==> config.mk <==
export PLATFORM = sky130hd
export DESIGN_NAME = idma_realign_buffer
export DESIGN_NICKNAME = d
export VERILOG_FILES = /design/src/rtl/idma_realign_buffer.sv
export SDC_FILE = /design/constraint.sdc
export NUM_CORES = 1
export LEC_CHECK = 0
export ABC_AREA = 1
export BUFFER_PORTS_ARGS = -buffer_cell sky130_fd_sc_hd__buf_4
export CAP_MARGIN = 30
export CELL_PAD_IN_SITES_DETAIL_PLACEMENT = 1
export CELL_PAD_IN_SITES_GLOBAL_PLACEMENT = 1
export CORE_MARGIN = 10
export CORE_UTILIZATION = 30
export CTS_BUF_LIST = sky130_fd_sc_hd__clkbuf_16
export CTS_CLUSTER_SIZE = 28
export DETAILED_ROUTE_END_ITERATION = 10
export GPL_TIMING_DRIVEN = 0
export HOLD_SLACK_MARGIN = 0.05
export PLACE_DENSITY = 0.63
export RECOVER_POWER = 25
export SETUP_SLACK_MARGIN = 0.05
export SLEW_MARGIN = 10
export SYNTH_ARGS = -nofsm -noshare
export SYNTH_HDL_FRONTEND = slang
export SYNTH_SLANG_ARGS = --single-unit
==> constraint.sdc <==
create_clock -name clk_i -period 2.78 [get_ports clk_i]
set_input_delay 0 -clock clk_i [delete_from_list [all_inputs] [get_ports clk_i]]
set_output_delay 0 -clock clk_i [all_outputs]
set_load 0.03 [all_outputs]
==> src/rtl/idma_realign_buffer.sv <==
// Byte-lane realignment buffer: inbound bytes are rotated into per-lane FIFOs,
// and the FIFO heads are rotated back out under an independent shift amount.
module idma_realign_buffer #(
  parameter int unsigned StrbWidth       = 8,
  parameter int unsigned BufferDepth     = 3,
  parameter bit          MaskInvalidData = 1'b1
) (
  input  logic                         clk_i,
  input  logic                         rst_ni,
  input  logic                         flush_i,
  input  logic [$clog2(StrbWidth)-1:0] in_shift_i,
  input  logic [8*StrbWidth-1:0]       in_data_i,
  input  logic [StrbWidth-1:0]         in_valid_i,
  output logic [StrbWidth-1:0]         in_ready_o,
  input  logic [$clog2(StrbWidth)-1:0] out_shift_i,
  output logic [8*StrbWidth-1:0]       out_data_o,
  output logic [StrbWidth-1:0]         out_valid_o,
  input  logic [StrbWidth-1:0]         out_ready_i,
  output logic                         busy_o,
  output logic [StrbWidth-1:0]         lane_full_o
);

  localparam int unsigned ShiftW = $clog2(StrbWidth);
  localparam int unsigned PtrW   = (BufferDepth > 1) ? $clog2(BufferDepth) : 1;
  localparam int unsigned CntW   = $clog2(BufferDepth + 1);

  typedef logic [ShiftW-1:0] lane_idx_t;

  logic [7:0]      mem_q  [StrbWidth][BufferDepth];
  logic [PtrW-1:0] wptr_q [StrbWidth];
  logic [PtrW-1:0] wptr_d [StrbWidth];
  logic [PtrW-1:0] rptr_q [StrbWidth];
  logic [PtrW-1:0] rptr_d [StrbWidth];
  logic [CntW-1:0] cnt_q  [StrbWidth];
  logic [CntW-1:0] cnt_d  [StrbWidth];
  logic [7:0]      lane_data [StrbWidth];
  logic [StrbWidth-1:0] full, empty, push, pop;

  function automatic logic [PtrW-1:0] ptr_inc(input logic [PtrW-1:0] p);
    return (p == PtrW'(BufferDepth - 1)) ? '0 : p + 1'b1;
  endfunction

  // Per-lane occupancy flags derived from the count registers
  always_comb begin
    full  = '0;
    empty = '0;
    for (int unsigned k = 0; k < StrbWidth; k++) begin
      full[k]  = (cnt_q[k] == CntW'(BufferDepth));
      empty[k] = (cnt_q[k] == '0);
    end
  end

  // Inbound rotation: lane k takes input byte k+in_shift (index wraps mod StrbWidth)
  always_comb begin
    lane_idx_t src;
    src        = '0;
    push       = '0;
    in_ready_o = '0;
    for (int unsigned k = 0; k < StrbWidth; k++) begin
      src             = lane_idx_t'(k) + in_shift_i;
      lane_data[k]    = in_data_i[8*src +: 8];
      push[k]         = in_valid_i[src] & ~full[k] & ~flush_i;
      in_ready_o[src] = ~full[k] & ~flush_i;
    end
  end

  // Outbound rotation: output byte j shows the head of lane j+out_shift
  always_comb begin
    lane_idx_t lane;
    lane        = '0;
    pop         = '0;
    out_valid_o = '0;
    out_data_o  = '0;
    for (int unsigned j = 0; j < StrbWidth; j++) begin
      lane           = lane_idx_t'(j) + out_shift_i;
      out_valid_o[j] = ~empty[lane];
      pop[lane]      = ~empty[lane] & out_ready_i[j] & ~flush_i;
      if (~empty[lane] || !MaskInvalidData) begin
        out_data_o[8*j +: 8] = mem_q[lane][rptr_q[lane]];
      end
    end
  end

  // Pointer and count next-state; flush overrides any push/pop in the same cycle
  always_comb begin
    for (int unsigned k = 0; k < StrbWidth; k++) begin
      wptr_d[k] = wptr_q[k];
      rptr_d[k] = rptr_q[k];
      cnt_d[k]  = cnt_q[k];
      if (flush_i) begin
        wptr_d[k] = '0;
        rptr_d[k] = '0;
        cnt_d[k]  = '0;
      end else begin
        if (push[k]) wptr_d[k] = ptr_inc(wptr_q[k]);
        if (pop[k])  rptr_d[k] = ptr_inc(rptr_q[k]);
        case ({push[k], pop[k]})
          2'b10:   cnt_d[k] = cnt_q[k] + 1'b1;
          2'b01:   cnt_d[k] = cnt_q[k] - 1'b1;
          default: cnt_d[k] = cnt_q[k];
        endcase
      end
    end
  end

  // Pointer and count state registers
  always_ff @(posedge clk_i or negedge rst_ni) begin
    if (!rst_ni) begin
      for (int unsigned k = 0; k < StrbWidth; k++) begin
        wptr_q[k] <= '0;
        rptr_q[k] <= '0;
        cnt_q[k]  <= '0;
      end
    end else begin
      for (int unsigned k = 0; k < StrbWidth; k++) begin
        wptr_q[k] <= wptr_d[k];
        rptr_q[k] <= rptr_d[k];
        cnt_q[k]  <= cnt_d[k];
      end
    end
  end

  // FIFO storage; contents are only meaningful behind a valid count, so no reset
  always_ff @(posedge clk_i) begin
    for (int unsigned k = 0; k < StrbWidth; k++) begin
      if (push[k]) mem_q[k][wptr_q[k]] <= lane_data[k];
    end
  end

  assign busy_o      = ~&empty;
  assign lane_full_o = full;

endmodule

== Word level (Yosys, flattened, before mapping) ==
Memory sizes are Yosys's and may differ from the RTL's.
Index checks and enable logic that the tools add are counted.
Widths: inputs -> output; s select.

* Logic and storage cells: 554
* Memories kept: 1
* Input port bits: 89
* Bits in registers: 48
* Output and inout port bits: 89
* RAM bits: 192

* Reductions and logical operators: 58
* Add/subtract/negate cells: 46
* Shift-type cells: 8
* Bitwise logic cells: 83
* Muxes and demuxes: 230
* Magnitude comparators: 64
* Equal/unequal tests: 40

{| class="wikitable"
|+ Memories
! name !! depth !! bits a word !! rd ports !! clocked after memory_dff !! wr ports !! line !! RTL
|-
| mem_q || 8 || 24 || 8 || 0 || 8 || 29 || <nowiki>logic [7:0] mem_q [StrbWidth][BufferDepth];</nowiki>
|}

{| class="wikitable"
|+ Operator list
! kind !! number
|-
| $shiftx 64x7->8 || 8
|-
| $mux 8 || 32
|-
| $mux 24 || 8
|-
| $mux 2 || 72
|-
| $bmux 8 s2 || 8
|-
| $demux 8 s2 || 8
|-
| $bwmux 8 || 14
|-
| $eq 2x2->1 const B || 32
|-
| $lt 3x4->1 const B || 16
|-
| $add 2x1->2 const B || 24
|-
| $bmux 1 s3 || 16
|-
| $bmux 2 s3 || 8
|-
| $demux 1 s3 || 16
|-
| $ge 3x1->1 const B || 16
|-
| $ge 3x3->1 const B || 16
|-
| $not 2->3 || 16
|-
| $and 1x1->1 || 40
|-
| $mux 1 || 40
|-
| $ge 4x4->1 const B || 8
|-
| $not 3->4 || 8
|-
| $pmux 2 s2 || 8
|-
| $reduce_bool 2->1 || 16
|-
| $add 3x3->3 const A || 8
|-
| $logic_and 1x1->1 || 24
|-
| 11 further kinds || 67
|}

== Logic depth before layout (Yosys ltp) ==
Gate-level depths: netlist of run 1.

* Depth after elaboration: 17
* Depth in mapped cells: 25
* Mapped depth without buffers: 21

== Worst setup path after synthesis of run 1 ==
OpenSTA, ideal clock, no wires.

* Path kind: input -> output
* From: in out_shift_i[1]
* To: out out_data_o[27]
* Stages: 18
* Buffers on the path: 9
* Arrival: 3.217 ns
* Data required time: 2.780 ns
* Path slack: -0.437 ns
* Path through: buf_2 > inv_1 > buf_2 > buf_2 > buf_1 > ha_1 > buf_2 > inv_1 > buf_4 > buf_4 > buf_4 > clkbuf_1 > o21ai_0 > nand2_1 > nand2_1 > a21oi_1 > o21ai_0 > a21oi_1

* Word-level cells in the longest chain between the ends: 10

{| class="wikitable"
|+ Ends and longest elaborated chain
! element !! line !! RTL
|-
| from (decl) || 15 || <nowiki>input logic [$clog2(StrbWidth)-1:0] out_shift_i,</nowiki>
|-
| $add 2x3->3 * || 75 || <nowiki>lane = lane_idx_t'(j) + out_shift_i;</nowiki>
|-
| $not 3->4 (not written as such) || 79 || <nowiki>out_data_o[8*j +: 8] = mem_q[lane][rptr_q[lane]];</nowiki>
|-
| $bmux 2 s3 || 79 ||
|-
| $mux 2 (not written as such) (2 in a row) || 79 ||
|-
| $not 2->3 (not written as such) || 79 ||
|-
| $bmux 8 s2 || 79 ||
|-
| $mux 8 (not written as such) (2 in a row) || 79 ||
|-
| $mux 8 * || 78 || <nowiki>if (~empty[lane] || !MaskInvalidData) begin</nowiki>
|-
| to (decl) || 16 || <nowiki>output logic [8*StrbWidth-1:0] out_data_o,</nowiki>
|}

Mark *: on every way between the ends. The rest lies on a longest branch, timed or not. The select of a mux whose other input is x is not followed.

== Final worst setup path of run 1 ==
* From: in out_shift_i[2]
* To: out out_data_o[53]

* Word-level cells in the longest chain between the ends: 10

{| class="wikitable"
|+ Ends and longest elaborated chain
! element !! line
|-
| $add 3x3->3 * || 75
|-
| $not 3->4 (not written as such) || 79
|-
| $bmux 2 s3 || 79
|-
| $mux 2 (not written as such) (2 in a row) || 79
|-
| $not 2->3 (not written as such) || 79
|-
| $bmux 8 s2 || 79
|-
| $mux 8 (not written as such) (2 in a row) || 79
|-
| $mux 8 * || 78
|}

Marks and branches as above.

==> out/summary.json, run 1 <==
{
  "result_of_the_run": "complete, but fails checks",
  "failing_checks": "setup timing",
  "final_nets": 3772,
  "num_vias": 26300,
  "netlist_instances": 3352,
  "setup_viol_count_final": 18,
  "fillCellCount": 8763,
  "synth_cell_types": 43,
  "leakagePower_nw": 11.9,
  "timing.final.hold_violations": 0,
  "clock_skew_ns": 0.0258,
  "tritoncts": "yes",
  "crit-reg2reg-capture": "cnt_q[8]$_DFFE_PN0P_",
  "cap_violations": 0,
  "post_route_cells_drive_above_1_share": 0.222,
  "synth_most_common_cell": "nand2_1",
  "antenna_violations_before_repair": 2,
  "globalplace.congestion": 1.05,
  "placement.io_buffers": 177,
  "critical_path.startpoint_type": "input port",
  "predominant_post_synthesis_flop_cell": "edfxtp_1",
  "numCtsBuffers": 23,
  "critical_path.max_stage_delay_ns": 0.40,
  "synth_edf_count": 192,
  "worst-setup-path-type": "in -> out",
  "r2r_slack_ns": 0.09,
  "timing.final.crit_share": 1.03,
  "die_span_x_um": 284,
  "number_of_primary_i_o_pins": 178,
  "start_util": 0.303,
  "synth_top_cells_by_area": "edfxtp_1 (28%), nand2_1 (22%), o21ai_0 (13%)",
  "timing.slew.headroom": 0.110,
  "syn-mean-instance-area_um2": 6.23,
  "path_common_cell": "buf_4",
  "place.detailed.hpwl_mm": 108,
  "synth.cells.most_frequent": "nand2_1 (1,217), o21ai_0 (538), nand3_1 (285), nor2_1 (241), edfxtp_1 (192)",
  "total_routed_wirelength_mm": 131,
  "synth_seq_area_share": 0.334,
  "critical_path_peak_fanout": 11,
  "hold_path_depth": 8,
  "fmax_mhz": 350,
  "reg2reg_depth": 18,
  "initialDrtViolationCount": 2798,
  "final_util": 0.400,
  "grt_start_max_net_pins": 49,
  "library_cell_contributing_the_largest_single_delay_on_the_critical_path": "ha_4",
  "final_antenna_net_count": 0,
  "maximum_ir_drop_on_the_vdd_rail_v": 0.000471,
  "timing.critical_path.cells": "buf_4, inv_4, buf_4, clkbuf_8, ha_4, clkinvlp_4, buf_4, nand2_2, o21ai_4, buf_6, buf_2, a21oi_1, o21ai_1, a21oi_4, buf_6",
  "gr_util_all_layers": 0.306,
  "critPathArrivalTime_ns": 2.86,
  "class_of_the_most_critical_hold_timing_path": "in -> reg",
  "cts_buffer_depth": 3,
  "die_height_um": 284,
  "drc_errors": 0,
  "max_slew.worst_pin.slew_ns": 1.34,
  "clk-insertion-delay-late_ns": 0.55,
  "detail_route.first_pass.iterations": 6,
  "cp_top_family": "buffers and inverters",
  "reg2reg_from": "cnt_q[8]$_DFFE_PN0P_",
  "layout_setup_ws_ns": -0.0755,
  "clk_pin_slew_ns": 0.07,
  "ys_warn_count": 0,
  "multi_input_comb_area_mm2": 0.0138,
  "syn_area_mm2": 0.0209,
  "final_period_minus_worst_setup_slack_ns": 2.86,
  "area_delta_synth_final_pct": 31.7,
  "setup-tns-final_ns": -0.487,
  "grt_setup_unrepaired": "true",
  "cts_root_buffer": "clkbuf_16",
  "core-area_mm2": 0.0688,
  "final-seq-area_mm2": 0.00697,
  "synth_area_leader_cell": "edfxtp_1",
  "grt_pass1_vias": 24900,
  "clock_sink_count": 240,
  "synth_top_area_share": 0.276,
  "number_of_nets_in_the_synthesized_netlist": 3453,
  "fin_hold_ws_ns": 0.168,
  "via_per_inst": 5.68,
  "global_route_wire_length_before_repair_mm": 183,
  "power_per_cell_area_mw_per_mm2": 634,
  "grt_remaining_overflow": 0,
  "synth-seq-cells": 240,
  "die-area_mm2": 0.0806,
  "maxSlewViolCount": 0,
  "routedWlPerCell_um": 28.4,
  "timing.critical_path.buf_inv": 9,
  "timing.hold.worst.start": "in_valid_i[3]",
  "core.rowCount": 96,
  "worstSetupEndpointType": "output pin",
  "h-tree-depth": 1,
  "holdPathEnd": "wptr_q[1]$_DFFE_PN0P_",
  "ys_async_sr_fraction": 0.200,
  "worstPathRequired_ns": 2.78
}
## tightest hold or removal path: stages
cell and delay, ns:
buf_4 0.09, nand2_1 0.07, nand3_1 0.07, o21ai_0 0.12, nand2_1 0.08, nand3_1 0.08
nand2_1 0.10, o22ai_1 0.08
## final cells by class
| class | count | share of cell area |
|---|---|---|
| repair buffers | 298 | 0.0973 |
| diodes | 1 | 0.0000910 |
| clock inverters | 18 | 0.00455 |
| inverters | 213 | 0.0312 |
| clock buffers | 23 | 0.0209 |
| flip-flops and latches | 240 | 0.253 |
| multi-input cells | 2695 | 0.503 |
| well taps | 931 | 0.0423 |
| plain buffers | 198 | 0.0471 |
| repair inverters | 2 | 0.000500 |
## cells in the final DEF (no fill, tap or decap), types with 18 or more instances in the layout
cell type / Yosys / final
a21oi_1: 190 / 91
a21oi_2: 0 / 94
buf_1: 33 / 26
buf_12: 0 / 18
buf_2: 51 / 32
buf_4: 11 / 196
buf_6: 5 / 87
clkbuf_1: 104 / 72
clkbuf_16: 0 / 25
clkbuf_2: 0 / 25
dfrtp_1: 48 / 48
edfxtp_1: 192 / 192
inv_1: 188 / 174
inv_2: 22 / 28
nand2_1: 1217 / 1189
nand2_2: 10 / 32
nand3_1: 285 / 280
nand4_1: 30 / 30
nor2_1: 241 / 218
nor2_4: 2 / 19
o211ai_1: 19 / 19
o21ai_0: 538 / 329
o21ai_1: 27 / 113
o21ai_2: 7 / 97
o21ai_4: 5 / 38
o22ai_1: 20 / 20
## layer usage
| layer | wire [um] | track usage | part of all wire | up-vias |
|---|---|---|---|---|
| met2 | 56800 | 0.467 | 0.43 | 1265 |
| met1 | 56000 | 0.419 | 0.43 | 12900 |
| li1 | - | - | - | 11900 |
| met3 | 11600 | 0.0546 | 0.089 | 197 |
| met4 | 6590 | 0.132 | 0.050 | 0 |
| met5 | 0 | 0 | 0 | - |
## state kept, by name, summed over array words and instances (netlist names)
signal	cells
cnt_q	16
rptr_q	16
mem_q	192
wptr_q	16
## logic make-up (layout without fill, tap and decap cells)
family | count (synthesis) | after routing | share of synthesized area
AND/OR/NAND/NOR | 1843 | 1843 | 0.362
AO/OA/AOI/OAI | 830 | 830 | 0.210
buffers and inverters | 417 | 752 | 0.0818
flip-flops | 240 | 240 | 0.334
adder cells (fa/ha/maj) | 12 | 12 | 0.00719
multiplexers | 8 | 8 | 0.00384
XOR/XNOR | 2 | 2 | 0.000839
other | 0 | 1 | 0
## stage by stage
step	power, mW	cells	cell area, um^2	worst slack, ns
floorplan	9.21	3352	21100	0.0523
global placement	12.5	4460	23600	-2.05
detailed placement	12.5	4464	23700	-2.10
CTS	16.5	4549	26200	-0.0806
global route	18.1	4618	27500	-0.125
finish	17.4	4619	27500	-0.0755
## power by group
group / switching, mW / internal (mW) / total [mW]
clock: 1.40 / 1.61 / 3.01
combinational: 6.46 / 2.99 / 9.45
sequential: 0.494 / 4.48 / 4.98
total: 8.36 / 9.08 / 17.4
## worst max path at each step
stage	end	cells past startpoint	start	slack (ns)
2_1_floorplan	mem_q[3][16]$_DFFE_PP_	14	in_shift_i[0]	0.05
3_3_place_gp	out_data_o[23]	14	out_shift_i[2]	-2.05
3_5_place_dp	out_data_o[23]	14	out_shift_i[2]	-2.10
4_1_cts	out_data_o[57]	19	out_shift_i[1]	-0.08
5_1_grt	out_data_o[63]	12	rptr_q[2]$_DFFE_PN0P_	-0.12
6_report	out_data_o[53]	15	out_shift_i[2]	-0.08
## what timing repair did
| item | in CTS | in global routing |
|---|---|---|
| gates resized for setup | 534 | 277 |
| setup buffers | 42 | 59 |
| pin swaps | 60 | 105 |
| endpoints found under the hold margin | 51 | 0 |
| gates cloned | 3 | 4 |
| hold buffers | 5 | 0 |
| endpoints found under the setup margin | 376 | 216 |
No activity file was read; power rests on OpenSTA's default activity.
==> inputs of run 2 (changes only) <==
--- a/config.mk
+++ b/config.mk
@@ -17,7 +17,7 @@
 export DETAILED_ROUTE_END_ITERATION = 10
 export GPL_TIMING_DRIVEN = 0
 export HOLD_SLACK_MARGIN = 0.05
-export PLACE_DENSITY = 0.63
+export PLACE_DENSITY = 0.6
 export RECOVER_POWER = 25
 export SETUP_SLACK_MARGIN = 0.05
 export SLEW_MARGIN = 10
==> constraint.sdc (replaced) <==
create_clock -name clk_i -period 3.3 [get_ports clk_i]
set_input_delay 0 -clock clk_i [delete_from_list [all_inputs] [get_ports clk_i]]
set_output_delay 0 -clock clk_i [all_outputs]
set_load 0.03 [all_outputs]
==> run 2 against run 1 <==
  * Largest power group unchanged
  * Total power fell by 18%
  * Hold slack got worse by 0.071 ns
  * Sequential share of layout area rose by 2.1 points
  * Global-route usage rose by 1.7 points
  * Cell count fell by 1.6%
  * The flow now finishes without violations
  * Non-clock buffer count fell by 85
  * Clock skew fell by 0.016 ns
  * Cell area fell by 7.7%
  * Clock-buffer cell count rose by 5
  * Wire length rose by 3.8%
  * Combinational power fell by 26%
  * Clock power rose by 5%
==> out/summary.json, run 2 (same netlist as run 1, synthesis figures left out) <==
{
  "die_span_x": {"value": 284, "unit": "um", "change": "unchanged"},
  "globalplace.congestion": {"value": 1.03, "change": "-1.7%"},
  "die-area": {"value": 0.0806, "unit": "mm^2", "change": "unchanged"},
  "num_vias": {"value": 26100, "change": "-0.48%"},
  "timing.slew.headroom": {"value": 0.159, "change": "+0.0489"},
  "clock_sink_count": {"value": 240, "change": "unchanged"},
  "crit_start": "rptr_q[10]$_DFFE_PN0P_",
  "final_period_minus_worst_setup_slack_ns": 3.24,
  "p_sw_frac": {"value": 0.481, "change": "+0.00182"},
  "routedWlPerCell": {"value": 29.9, "unit": "um", "change": "+5.5%"},
  "worstPathRequired": {"value": 3.30, "unit": "ns", "change": "+0.52 ns"},
  "largest_reg_flops": {"value": 192, "change": "unchanged"},
  "initialDrtViolationCount": {"value": 2597, "change": "-7.2%"},
  "crit-reg2reg-capture": "cnt_q[2]$_DFFE_PN0P_",
  "post_route_cells_drive_above_1_share": {"value": 0.146, "change": "-0.0762"},
  "critPathArrivalTime": {"value": 3.24, "unit": "ns", "change": "+0.38 ns"},
  "placedCellCount": {"value": 4472, "change": "+0.18%"},
  "grt_remaining_overflow": {"value": 0, "change": "unchanged"},
  "detail_route.first_pass.iterations": {"value": 6, "change": "unchanged"},
  "timing.critical_path.cells": "inv_1, o21ai_1, or2_0, o21ai_2, inv_1, o21ai_4, inv_1, buf_6, nor2_4, o21ai_0, a21oi_1, buf_4",
  "clk-insertion-delay-late": {"value": 0.57, "unit": "ns", "change": "+0.02 ns"},
  "number_of_primary_i_o_pins": {"value": 178, "change": "unchanged"},
  "die_height": {"value": 284, "unit": "um", "change": "unchanged"},
  "cts_root_buffer": "clkbuf_16",
  "use_met2": {"value": 0.502, "change": "+0.0357"},
  "grt-busiest-layer": "met2",
  "r2r_slack": {"value": 0.29, "unit": "ns", "change": "+0.20 ns"},
  "core.rowCount": {"value": 96, "change": "unchanged"},
  "start_util": {"value": 0.303, "change": "unchanged"},
  "grt_start_max_net_pins": {"value": 43, "change": "-12%"},
  "library_cell_contributing_the_largest_single_delay_on_the_critical_path": "dfrtp_1",
  "place.detailed.hpwl": {"value": 115, "unit": "mm", "change": "+5.9%"},
  "core-area": {"value": 0.0688, "unit": "mm^2", "change": "unchanged"},
  "clk_pin_slew": {"value": 0.06, "unit": "ns", "change": "about the same"},
  "tritoncts": "yes",
  "power_per_cell_area": {"value": 563, "unit": "mW/mm^2", "change": "-11%"},
  "grtUsageMet3": {"value": 0.0526, "change": "-0.00200"},
  "placedInstanceArea": {"value": 0.0235, "unit": "mm^2", "change": "-0.72%"},
  "grt_pass1_vias": {"value": 26000, "change": "+4.2%"},
  "worst-setup-path-type": "reg -> out",
  "placement.io_buffers": {"value": 177, "change": "unchanged"},
  "via_per_inst": {"value": 5.75, "change": "+1.2%"},
  "critical_path.max_stage_delay": {"value": 0.43, "unit": "ns", "change": "+0.03 ns"},
  "numCtsBuffers": {"value": 28, "change": "+22%"},
  "grt_setup_unrepaired": "true",
  "critical_path_peak_fanout": {"value": 10, "change": "-1"},
  "fmax_mhz": 308,
  "combPwrFrac": {"value": 0.490, "change": "-0.052"},
  "power_switching": {"value": 6.87, "unit": "mW", "change": "-18%"},
  "final_nets": {"value": 3690, "change": "-2.2%"},
  "post_layout_nonfiller_instances": {"value": 4544, "change": "-1.6%"},
  "cts_buffer_depth": {"value": 3, "change": "unchanged"},
  "met1_usage": {"value": 0.428, "change": "+0.00975"},
  "clock_skew": {"value": 0.00939, "unit": "ns", "change": "-0.0164 ns"},
  "max_slew.worst_pin.slew": {"value": 1.25, "unit": "ns", "change": "-0.0865 ns"},
  "total_routed_wirelength": {"value": 136, "unit": "mm", "change": "+3.8%"},
  "drc_errors": {"value": 0, "change": "unchanged"},
  "fin_area": {"value": 0.0254, "unit": "mm^2", "change": "-7.7%"},
  "result_of_the_run": "complete, no violations",
  "internal_power": {"value": 7.42, "unit": "mW", "change": "-18%"},
  "mostFrequentLayoutCells": "nand2_1 (1,217), o21ai_0 (426), nand3_1 (285), nor2_1 (226), buf_4 (201)",
  "setup_viol_count_final": {"value": 0, "change": "-18"},
  "worstSetupEndpointType": "output pin",
  "gr_util_all_layers": {"value": 0.324, "change": "+0.0172"},
  "antenna_violations_before_repair": {"value": 4, "change": "+2"},
  "leading_cell_type_in_the_layout_fill_and_taps_excluded": "nand2_1",
  "power.share.clock": {"value": 0.222, "change": "+0.049"},
  "area_delta_synth_final_pct": 21.6,
  "pwr-share-seq": {"value": 0.288, "change": "+0.003"},
  "reg2reg_from": "cnt_q[3]$_DFFE_PN0P_",
  "maxSlewViolCount": {"value": 0, "change": "unchanged"},
  "class_of_the_most_critical_hold_timing_path": "in -> reg",
  "h-tree-depth": {"value": 1, "change": "unchanged"},
  "final_antenna_net_count": {"value": 0, "change": "unchanged"},
  "crit_end": "out_data_o[48]",
  "critical_path.startpoint_type": "register",
  "reg2reg_depth": {"value": 16, "change": "-2"},
  "path_common_cell": "inv_1",
  "timing.final.crit_share": 0.983,
  "maximum_ir_drop_on_the_vdd_rail": {"value": 0.000647, "unit": "V", "change": "+37%"},
  "leakagePower": {"value": 11.3, "unit": "nW", "change": "-5.7%"},
  "global_route_wire_length_before_repair": {"value": 191, "unit": "mm", "change": "+4.8%"},
  "timing.final.hold_violations": {"value": 0, "change": "unchanged"},
  "cap_violations": {"value": 0, "change": "unchanged"}
}
run 2: changes by cell type in the layout (fill, tap and decap cells not counted), moves of 16 or more:
cell     change
a21oi_1     +82
a21oi_2     -77
buf_6       -67
inv_1       +16
nand2_1     +28
nand2_2     -22
o21ai_0     +97
o21ai_1     -49
o21ai_2     -30
o21ai_4     -18
run 2: critical path, delay by kind of cell, from the launching register on:
kind                   cells  cell delay, ns
and+or+nand+nor            2            0.44
buffers and inverters      5            0.79
AOI/OAI and AO/OA          5            1.00
DFF                        1            0.43
run 2: timing repair:
item                                   CTS  global route
hold buffers                             3             0
buffers inserted                         9            10
setup endpoints to repair              358           134
endpoints found under the hold margin   48             0
pin swaps                               11            12
resized for setup                      249           119
run 2: worst min-delay path by stage:
stage               cells after the start            from  slack (ns)                      to
CTS                                     6   in_shift_i[2]        0.08   wptr_q[1]$_DFFE_PN0P_
detailed placement                      1          rst_ni        0.08  rptr_q[12]$_DFFE_PN0P_
global route                            5  out_ready_i[7]        0.13  rptr_q[10]$_DFFE_PN0P_
floorplan                               0          rst_ni       -0.30    cnt_q[0]$_DFFE_PN0P_
finish                                  5  out_ready_i[7]         0.1  rptr_q[15]$_DFFE_PN0P_
global placement                        1          rst_ni        0.06  rptr_q[13]$_DFFE_PN0P_
run 2: routing by layer:
layer  share of wire  wire (um)  vias up
met1            0.43      57900    13100
met2            0.44      59500     1106
li1                -          -    11700
met5        0.000096         13        -
met4           0.058       7880        2
met3           0.079      10800      195
run 2: layout make-up:
type / count / area (um^2)
Tap cell: 931 / 1160
Multi-Input combinational cell: 2695 / 12800
Antenna cell: 2 / 5.00
Inverter: 213 / 818
Buffer: 196 / 1090
Timing Repair Buffer: 215 / 1620
Sequential cell: 240 / 6970
Clock inverter: 24 / 211
Clock buffer: 28 / 701
Fill cell: 8872 / 43400
run 2: power by group through the flow:
stage | combinational (mW) | clock [mW] | sequential, mW
2_1_floorplan | 3.64 | 0 | 3.97
3_3_place_gp | 6.28 | 0 | 4.12
3_5_place_dp | 6.45 | 0 | 4.15
4_1_cts | 6.73 | 3.17 | 4.09
5_1_grt | 7.43 | 3.31 | 4.13
6_report | 7.01 | 3.17 | 4.11
run 2: stage by stage:
step           power (mW)  hold WS, ns  setup TNS (ns)   util  setup slack (ns)
2_1_floorplan        7.61       -0.296               0      -            0.0827
3_3_place_gp         10.4       0.0584         -485.97  0.340             -2.27
3_5_place_dp         10.6       0.0826         -459.19  0.341             -2.40
4_1_cts              14.0       0.0766               0  0.364            0.0501
5_1_grt              14.9        0.134               0  0.369            0.0186
6_report             14.3       0.0965               0  0.369            0.0566
